**config.mk**
```make
export PLATFORM = sky130hd
export DESIGN_NAME = mult_unit_flat
export DESIGN_NICKNAME = d
export VERILOG_FILES = /design/src/rtl/mult_unit_if.sv /design/src/rtl/mult_unit.sv /design/src/flat_wrapper.sv
export SDC_FILE = /design/constraint.sdc
export NUM_CORES = 1
export LEC_CHECK = 0
export CORE_UTILIZATION = 50
export DETAILED_ROUTE_END_ITERATION = 8
export PLACE_DENSITY = 0.69
export SYNTH_ARGS = -nofsm -noshare
export SYNTH_HDL_FRONTEND = slang
export SYNTH_SLANG_ARGS = --single-unit
```
**constraint.sdc**
```tcl
create_clock -name clk -period 12.33 [get_ports clk]
set_input_delay 2.466 -clock clk [delete_from_list [all_inputs] [get_ports clk]]
set_output_delay 2.466 -clock clk [all_outputs]
set_load 0.005 [all_outputs]
```
**src/rtl/mult_unit_if.sv**
```systemverilog
// Bus bundle for the iterative 32x32 multiplier (mult_unit).
// Carries the decoder request, the operand and mthi/mtlo write data, and
// the busy/done/hi/lo results. The clock and reset are plain ports on the
// multiplier and are not part of this bundle.
interface mult_unit_if;
  logic        start_mult;
  logic        mult_sign;
  logic [31:0] a;
  logic [31:0] b;
  logic        hi_we;
  logic        lo_we;
  logic [31:0] wdata;
  logic        busy;
  logic        done;
  logic [31:0] hi;
  logic [31:0] lo;

  modport master (
    output start_mult, mult_sign, a, b, hi_we, lo_we, wdata,
    input  busy, done, hi, lo
  );

  modport slave (
    input  start_mult, mult_sign, a, b, hi_we, lo_we, wdata,
    output busy, done, hi, lo
  );
endinterface

```
**src/rtl/mult_unit.sv**
```systemverilog
// mult_unit: iterative radix-2 shift-add 32x32 -> 64 multiplier with hi/lo.
// Signed operands are reduced to magnitudes, and the product is negated at
// the end when the operand signs differ. Fixed latency is 32 RUN steps.
// Optional feature macro: MULT_EARLY_EXIT_EN -- finish RUN as soon as the
// remaining multiplier bits are all zero (minimum one step).
module mult_unit (
  input logic         clk,
  input logic         rst_n,
  mult_unit_if.slave  bus
);

  typedef enum logic [1:0] {
    ST_IDLE = 2'd0,
    ST_RUN  = 2'd1,
    ST_DONE = 2'd2
  } state_t;

  state_t      r_state;
  state_t      w_state_next;
  logic        w_accept;
  logic        w_step;
  logic        w_wr_en;
  logic        w_last;

  logic [63:0] r_mcand;
  logic [31:0] r_mplier;
  logic [63:0] r_acc;
  logic [5:0]  r_cnt;
  logic        r_neg;
  logic [31:0] r_hi;
  logic [31:0] r_lo;
  logic        r_busy;
  logic        r_done;

  logic [63:0] w_acc_next;
  logic [31:0] w_mplier_next;
  logic [63:0] w_result;

  // Magnitude of a signed operand; 0x80000000 maps to itself, i.e. 2^31.
  function automatic logic [31:0] f_mag(input logic [31:0] v, input logic s);
    logic [31:0] m;
    if (s && v[31]) begin
      m = ~v + 32'd1;
    end else begin
      m = v;
    end
    return m;
  endfunction

  // Two's-complement negation over the full 64-bit product.
  function automatic logic [63:0] f_neg64(input logic [63:0] v);
    return ~v + 64'd1;
  endfunction

  assign w_acc_next    = r_mplier[0] ? (r_acc + r_mcand) : r_acc;
  assign w_mplier_next = {1'b0, r_mplier[31:1]};
  assign w_result      = r_neg ? f_neg64(w_acc_next) : w_acc_next;

`ifdef MULT_EARLY_EXIT_EN
  // Stop once no set multiplier bits remain; the counter bound is redundant
  // but keeps the step count capped at 32.
  assign w_last = (w_mplier_next == 32'd0) || (r_cnt == 6'd31);
`else
  assign w_last = (r_cnt == 6'd31);
`endif

  // State register.
  always_ff @(posedge clk or negedge rst_n) begin
    if (!rst_n) begin
      r_state <= ST_IDLE;
    end else begin
      r_state <= w_state_next;
    end
  end

  // Next-state logic plus the accept/step/write-enable strobes.
  always_comb begin
    w_state_next = r_state;
    w_accept     = 1'b0;
    w_step       = 1'b0;
    w_wr_en      = 1'b0;
    case (r_state)
      ST_IDLE: begin
        w_wr_en = 1'b1;
        if (bus.start_mult) begin
          w_accept     = 1'b1;
          w_state_next = ST_RUN;
        end else begin
          w_state_next = ST_IDLE;
        end
      end
      ST_RUN: begin
        w_step = 1'b1;
        if (w_last) begin
          w_state_next = ST_DONE;
        end else begin
          w_state_next = ST_RUN;
        end
      end
      ST_DONE: begin
        w_wr_en = 1'b1;
        if (bus.start_mult) begin
          w_accept     = 1'b1;
          w_state_next = ST_RUN;
        end else begin
          w_state_next = ST_IDLE;
        end
      end
      default: begin
        w_state_next = ST_IDLE;
      end
    endcase
  end

  // Operand latch on accept, then one shift-add step per RUN cycle.
  always_ff @(posedge clk or negedge rst_n) begin
    if (!rst_n) begin
      r_mcand  <= 64'd0;
      r_mplier <= 32'd0;
      r_acc    <= 64'd0;
      r_cnt    <= 6'd0;
      r_neg    <= 1'b0;
    end else if (w_accept) begin
      r_mcand  <= {32'd0, f_mag(bus.a, bus.mult_sign)};
      r_mplier <= f_mag(bus.b, bus.mult_sign);
      r_acc    <= 64'd0;
      r_cnt    <= 6'd0;
      r_neg    <= bus.mult_sign & (bus.a[31] ^ bus.b[31]);
    end else if (w_step) begin
      r_acc    <= w_acc_next;
      r_mcand  <= {r_mcand[62:0], 1'b0};
      r_mplier <= w_mplier_next;
      r_cnt    <= r_cnt + 6'd1;
    end
  end

  // hi/lo: the product on the final step, otherwise mthi/mtlo outside RUN.
  always_ff @(posedge clk or negedge rst_n) begin
    if (!rst_n) begin
      r_hi <= 32'd0;
      r_lo <= 32'd0;
    end else if (w_step && w_last) begin
      r_hi <= w_result[63:32];
      r_lo <= w_result[31:0];
    end else begin
      if (w_wr_en && bus.hi_we) begin
        r_hi <= bus.wdata;
      end
      if (w_wr_en && bus.lo_we) begin
        r_lo <= bus.wdata;
      end
    end
  end

  // Status flags registered from the next state so they track the FSM exactly.
  always_ff @(posedge clk or negedge rst_n) begin
    if (!rst_n) begin
      r_busy <= 1'b0;
      r_done <= 1'b0;
    end else begin
      r_busy <= (w_state_next == ST_RUN);
      r_done <= (w_state_next == ST_DONE);
    end
  end

  assign bus.busy = r_busy;
  assign bus.done = r_done;
  assign bus.hi   = r_hi;
  assign bus.lo   = r_lo;

endmodule

```
**src/flat_wrapper.sv**
```systemverilog
// flat-port wrapper written by rule: the top's interface ports become plain ports
module mult_unit_flat 
  (clk, rst_n, bus_start_mult, bus_mult_sign, bus_a, bus_b, bus_hi_we, bus_lo_we, bus_wdata, bus_busy, bus_done, bus_hi, bus_lo);
  mult_unit_if bus_i ();
  input logic clk;
  input logic rst_n;
  input wire logic [$bits(bus_i.start_mult)-1:0] bus_start_mult;
  input wire logic [$bits(bus_i.mult_sign)-1:0] bus_mult_sign;
  input wire logic [$bits(bus_i.a)-1:0] bus_a;
  input wire logic [$bits(bus_i.b)-1:0] bus_b;
  input wire logic [$bits(bus_i.hi_we)-1:0] bus_hi_we;
  input wire logic [$bits(bus_i.lo_we)-1:0] bus_lo_we;
  input wire logic [$bits(bus_i.wdata)-1:0] bus_wdata;
  output wire logic [$bits(bus_i.busy)-1:0] bus_busy;
  output wire logic [$bits(bus_i.done)-1:0] bus_done;
  output wire logic [$bits(bus_i.hi)-1:0] bus_hi;
  output wire logic [$bits(bus_i.lo)-1:0] bus_lo;
  assign bus_i.start_mult = bus_start_mult;
  assign bus_i.mult_sign = bus_mult_sign;
  assign bus_i.a = bus_a;
  assign bus_i.b = bus_b;
  assign bus_i.hi_we = bus_hi_we;
  assign bus_i.lo_we = bus_lo_we;
  assign bus_i.wdata = bus_wdata;
  assign bus_busy = bus_i.busy;
  assign bus_done = bus_i.done;
  assign bus_hi = bus_i.hi;
  assign bus_lo = bus_i.lo;
  mult_unit u_core (.clk(clk), .rst_n(rst_n), .bus(bus_i));
endmodule
```
# Word level (Yosys, flattened, before mapping)
# Cells that the tools add are included.
# classes
add_sub_neg,5
n_eq_ne,5
n_mux,23
bitwise,5
reduce_logical,10
# op_table
op,count
64-bit 2-to-1 mux,6
32-bit 2-to-1 mux,8
32-bit by 1-bit adder with 32-bit output (second input constant),2
64-bit by 1-bit adder with 64-bit output (second input constant),1
64-bit adder,1
32-bit NOT,2
64-bit NOT,1
6-bit 2-to-1 mux,2
6-bit by 1-bit adder with 6-bit output (second input constant),1
6-bit by 5-bit equality test with 1-bit output (second input constant),1
2-bit nonzero test,3
1-bit logical AND,5
1-bit 2-to-1 mux,5
2-bit by 1-bit equality test with 1-bit output (second input constant),2
2-bit equality test (second input constant),2
2-bit case mux with 2 select lines,1
2-bit zero test,1
2-bit 2-to-1 mux,1
2-bit OR reduction,1
1-bit AND,1
1-bit XOR,1
# totals
register_bits,235
in_bits,102

# Depth between registers and ports, before layout
# logic_depth
depth_word,6
ltp_mapped,21
ltp_nobuf,15

# Worst setup path after synthesis
# No wires, ideal clock.
# synth_timing
path_kind,register -> register
start,register u_core.r_mplier[0]
end,register u_core.r_hi[26] (netlist: u_core.bus.hi[26])
arrival_time_ns,5.586
required_ns,12.244
path_slack_ns,6.658
path_stages_with_launch,21
path_buffers,9
synth_period_minus_slack_ns,5.672
path_cell_list,dfrtp_1 -> buf_1 -> buf_2 -> buf_2 -> buf_2 -> buf_1 -> clkbuf_1 -> buf_1 -> buf_1 -> clkbuf_1 -> mux2i_1 -> ha_1 -> nand2_1 -> nor2b_1 -> nand2_1 -> or3_4 -> or3_4 -> or4_4 -> or2_4 -> o2111a_1 -> nor3_1
# synth_between
elab_chain_len,5
# synth_rtl
item,line_no,source
"start, declared",mult_unit.sv:26,logic [31:0] r_mplier;
"start signal, assigned",mult_unit.sv:125,"r_mplier <= f_mag(bus.b, bus.mult_sign);"
"start signal, assigned",mult_unit.sv:132,r_mplier <= w_mplier_next;
64-bit 2-to-1 mux (*),mult_unit.sv:55,assign w_acc_next = r_mplier[0] ? (r_acc + r_mcand) : r_acc;
64-bit NOT,mult_unit.sv:52,return ~v + 64'd1;
64-bit by 1-bit adder with 64-bit output,mult_unit.sv:52,
64-bit 2-to-1 mux (*),mult_unit.sv:57,assign w_result = r_neg ? f_neg64(w_acc_next) : w_acc_next;
32-bit 2-to-1 mux (*),mult_unit.sv:142,end else if (w_step && w_last) begin
"end signal, assigned",mult_unit.sv:143,r_hi <= w_result[63:32];
"end signal, assigned",mult_unit.sv:147,r_hi <= bus.wdata;
"end, declared",mult_unit.sv:30,logic [31:0] r_hi;
# Mark *: on every way between the ends. The rest lies on a longest branch, timed or not.
# A chain may end at the register's enable or synchronous reset.

# Worst setup path after layout
# layout_timing
start,register u_core.r_mcand[19]
end,register u_core.r_hi[21] (netlist: u_core.bus.hi[21])
# layout_between
elab_chain_len,6
# layout_rtl
item,line_no,source
"start, declared",mult_unit.sv:25,logic [63:0] r_mcand;
"start signal, assigned",mult_unit.sv:124,"r_mcand <= {32'd0, f_mag(bus.a, bus.mult_sign)};"
"start signal, assigned",mult_unit.sv:131,"r_mcand <= {r_mcand[62:0], 1'b0};"
64-bit adder (*),mult_unit.sv:55,
64-bit 2-to-1 mux (*),mult_unit.sv:55,
64-bit NOT,mult_unit.sv:52,
64-bit by 1-bit adder with 64-bit output,mult_unit.sv:52,
64-bit 2-to-1 mux (*),mult_unit.sv:57,
32-bit 2-to-1 mux (*),mult_unit.sv:142,
# Marked as above.

==> flow_metrics.tcl <==
set metrics [dict create \
    routed_wirelength_mm 58.9 \
    number_of_synthesized_register_bits 235 \
    grt_start_max_net_pins 113 \
    critical_path.cell_chain "ha_1 -> nand2_1 -> o21ai_0 -> o21ai_0 -> o21ai_0 -> o2111ai_1 -> a21oi_1 -> mux2_2 -> nor3_1 -> nand4_1 -> nor4_2 -> o21ai_0 -> a31o_2" \
    max_cap_violations 0 \
    final_hold_slack_ns 0.493 \
    synthDominantAreaCellType "sky130_fd_sc_hd__dfrtp_1" \
    worst_hold_path.num_cells 1 \
    grt_overflow 0 \
    hold_path_startpoint "u_core.r_cnt[5]" \
    critPathMaxStageDelay_ns 0.62 \
    via_count 17400 \
    tot_gr_track_use_pct 31.8 \
    final_min_period_over_clock_period_pct 43.1 \
    drt.antenna.violating_nets 0 \
    setup-violations-final 0 \
    synth_fp_nets 2334 \
    gp_congestion 0.970 \
    synth-warning-count 0 \
    postCtsHoldBufs 0 \
    crit_path_max_fanout 11 \
    netlist.area_leader.share_pct 32.9 \
    synth-seq-area-share_pct 32.9 \
    number_of_antenna_violations_at_the_first_check_in_global_routing 1 \
    post_cts.resized_instances 0 \
    die_w_um 191 \
    worst_skew_pair.late_latency_ns 0.57 \
    grt_setup_unrepaired "false" \
    crit_type "reg2reg" \
    setup_tns_ns 0 \
    cts_buffers 28 \
    postSynth.topFlopCell "sky130_fd_sc_hd__dfrtp_1" \
    dr.pass1.iters 6 \
    totalPowerFinal_mw 6.27 \
    endpoint_kind "register" \
    first_pass_grt_wire_length_mm 91.4 \
    core_area_um2 34900 \
    worst_slew_margin_pct 20.2 \
    path_delay_family "compound AO/OA/AOI/OAI gates" \
    drive_gt1_share_pct 5.86 \
    area_used_by_multi_input_combinational_logic_um2 11400 \
    numClockSinks 235 \
    port-buffer-count 167 \
    maxSlewViolCount 0 \
    cellPowerDensity_nw_per_um2 302 \
    post_cts.repair.setup_buffers 0 \
    min_to "u_core.r_cnt[5]" \
    crit-reg2reg-capture "u_core.bus.hi[21]" \
    synthArstFlopShare_pct 100 \
    synth_area_um2 17900 \
    critPathSlowestCell "sky130_fd_sc_hd__nor4_2" \
    io_pins 168 \
    synth_area_per_cell_um2 8.27 \
    insertedDiodeCount 0 \
    fillerInstances 3139 \
    dr.first_iter.drc_count 1384 \
    nets 2418 \
    worstRegToRegCells 13 \
    die-height_um 191 \
    max_freq_ghz 0.188 \
    vdd_drop_max_mv 0.157 \
    number_of_levels_the_h_tree_was_split_into 1 \
    wire_per_inst_um 21.6 \
    synth_enable_flop_cells 0 \
    crit_buf_inv 0 \
    startpoint_type "register" \
    first_global_vias 16300 \
    drc 0 \
    floorplan_row_count 68 \
    start_util_pct 51.3 \
    status "completed" \
    worst_clock_skew_ns 0.0166 \
    cts_buffer_depth 3 \
    clk_pin_slew_ns 0.07 \
    synth_area_leaders "sky130_fd_sc_hd__dfrtp_1, sky130_fd_sc_hd__o21ai_0, sky130_fd_sc_hd__nand2_1" \
    root_buffer "sky130_fd_sc_hd__clkbuf_16" \
    dp_hpwl_mm 44.2 \
    synthToLayoutAreaGrowth_pct 16.0 \
    final_hold_viol_count 0 \
    worst-r2r-setup-slack_ns 7.01 \
    vias_per_cell 6.40 \
    timing_worst_slew_pin_value_ns 1.19 \
    timing.critical_path.required_ns 12.79 \
    tritoncts "built" \
    netlist_instances 2164 \
    leakagePower_nw 8.52 \
    regToRegStartpoint "u_core.r_mcand[19]" \
    ys_types 89 \
    class_of_the_tightest_hold_or_removal_check "reg2reg" \
    min_period_ns 5.32 \
    die-area_um2 36600 \
    regArea_um2 5880 \
    crit_top_cell "sky130_fd_sc_hd__o21ai_0" \
    cp.arrival_ns 5.78 \
]
-- per-layer routing --
metal,vias up,track usage [%],wire (µm)
li1,8287,-,-
met1,8397,45.0,26600
met2,656,50.5,26500
met3,102,4.19,4030
met4,0,9.46,1860
met5,-,0,0
-- registers in the layout, summed over array words and instances (netlist names) --
name	cells
u_core.r_acc	64
u_core.r_mcand	64
u_core.bus.hi	32
u_core.bus.lo	32
u_core.r_mplier	32
u_core.r_cnt	6
u_core.r_state	2
u_core.bus.busy	1
u_core.bus.done	1
u_core.r_neg	1
-- cell usage after synthesis, drive strengths merged (12+ instances only) --
| cell | number |
|---|---|
| a211oi | 23 |
| a21o | 26 |
| a21oi | 138 |
| a22o | 52 |
| a22oi | 68 |
| a31oi | 25 |
| and3 | 21 |
| buf | 27 |
| clkbuf | 107 |
| dfrtp | 235 |
| ha | 67 |
| inv | 36 |
| mux2 | 24 |
| mux2i | 66 |
| nand2 | 254 |
| nand2b | 17 |
| nand3 | 39 |
| nand4 | 54 |
| nor2 | 129 |
| nor2b | 24 |
| nor3 | 53 |
| nor4 | 30 |
| o211ai | 18 |
| o21a | 18 |
| o21ai | 273 |
| o31ai | 27 |
| o41ai | 12 |
| or3 | 26 |
| xnor2 | 68 |
| xor2 | 56 |
-- cells by family after synthesis --
logic type                 after synthesis  synth area share (%)
xor gates and xnor gates               124                  6.07
and+or+nand+nor                        706                  19.5
AOI/OAI and AO/OA                      771                  27.9
DFF                                    235                  32.9
muxes                                   90                  5.20
adders and majority gates               68                  4.79
buffers and inverters                  170                  3.66
-- where the power goes --
group	switching [mW]	total, mW	internal [mW]	leakage (nW)
Clock	0.334	0.868	0.534	0.467
Sequential	0.333	1.47	1.14	2.89
Combinational	2.46	3.93	1.48	5.17
Total	3.13	6.27	3.15	8.52
-- stage by stage --
stage | util (%) | instance area, µm² | setup slack, ns | std cells
after floorplan | - | 17900 | 6.66 | 2164
after global placement | 56.8 | 19800 | 6.82 | 2673
after detailed placement | 56.8 | 19800 | 6.73 | 2673
after CTS | 59.5 | 20800 | 7.13 | 2724
after global routing | 59.5 | 20800 | 6.61 | 2724
final | 59.5 | 20800 | 7.01 | 2724
-- how the worst max path moves through the flow --
stage / start / end / slack, ns / cells past startpoint
floorplan: u_core.r_mplier[0] / u_core.bus.hi[26] / 6.66 / 20
global placement: bus_a[3] / u_core.r_mcand[28] / 6.82 / 10
detailed placement: bus_a[3] / u_core.r_mcand[28] / 6.73 / 10
CTS: u_core.r_acc[0] / u_core.bus.hi[27] / 7.13 / 15
global route: u_core.r_acc[19] / u_core.bus.hi[21] / 6.61 / 13
finish: u_core.r_mcand[19] / u_core.bus.hi[21] / 7.01 / 13
-- cell usage in the layout, fill, tap and decap left out, drive strengths merged, types with 9 or more instances in the layout --
cell,netlist,final
clkdlybuf4s50,0,166
a21oi,138,138
mux2i,66,66
nor2,129,129
a22oi,68,68
or4,10,10
inv,36,36
nor4,30,30
a31oi,25,25
o211ai,18,18
dfrtp,235,235
a21boi,9,9
xor2,56,56
o21ai,273,273
nor2b,24,24
or3,26,26
mux2,24,24
buf,27,22
nand4,54,54
clkbuf,107,47
a22o,52,52
or2,11,11
xnor2,68,68
o31ai,27,27
o21a,18,18
ha,67,67
nand3,39,39
nand2b,17,17
nand2,254,254
a21o,26,26
a211oi,23,23
o41ai,12,12
nor3,53,53
and2,9,9
and3,21,21
-- cell type report --
| class | instances | share of cell area [%] |
|---|---|---|
| multi-input cells | 1759 | 54.8 |
| inverters | 36 | 0.651 |
| well taps | 455 | 2.74 |
| flip-flops and latches | 235 | 28.3 |
| repair buffers | 188 | 8.83 |
| clock inverters | 4 | 0.458 |
| clock buffers | 47 | 4.16 |
No activity file was read; power rests on OpenSTA's default activity.
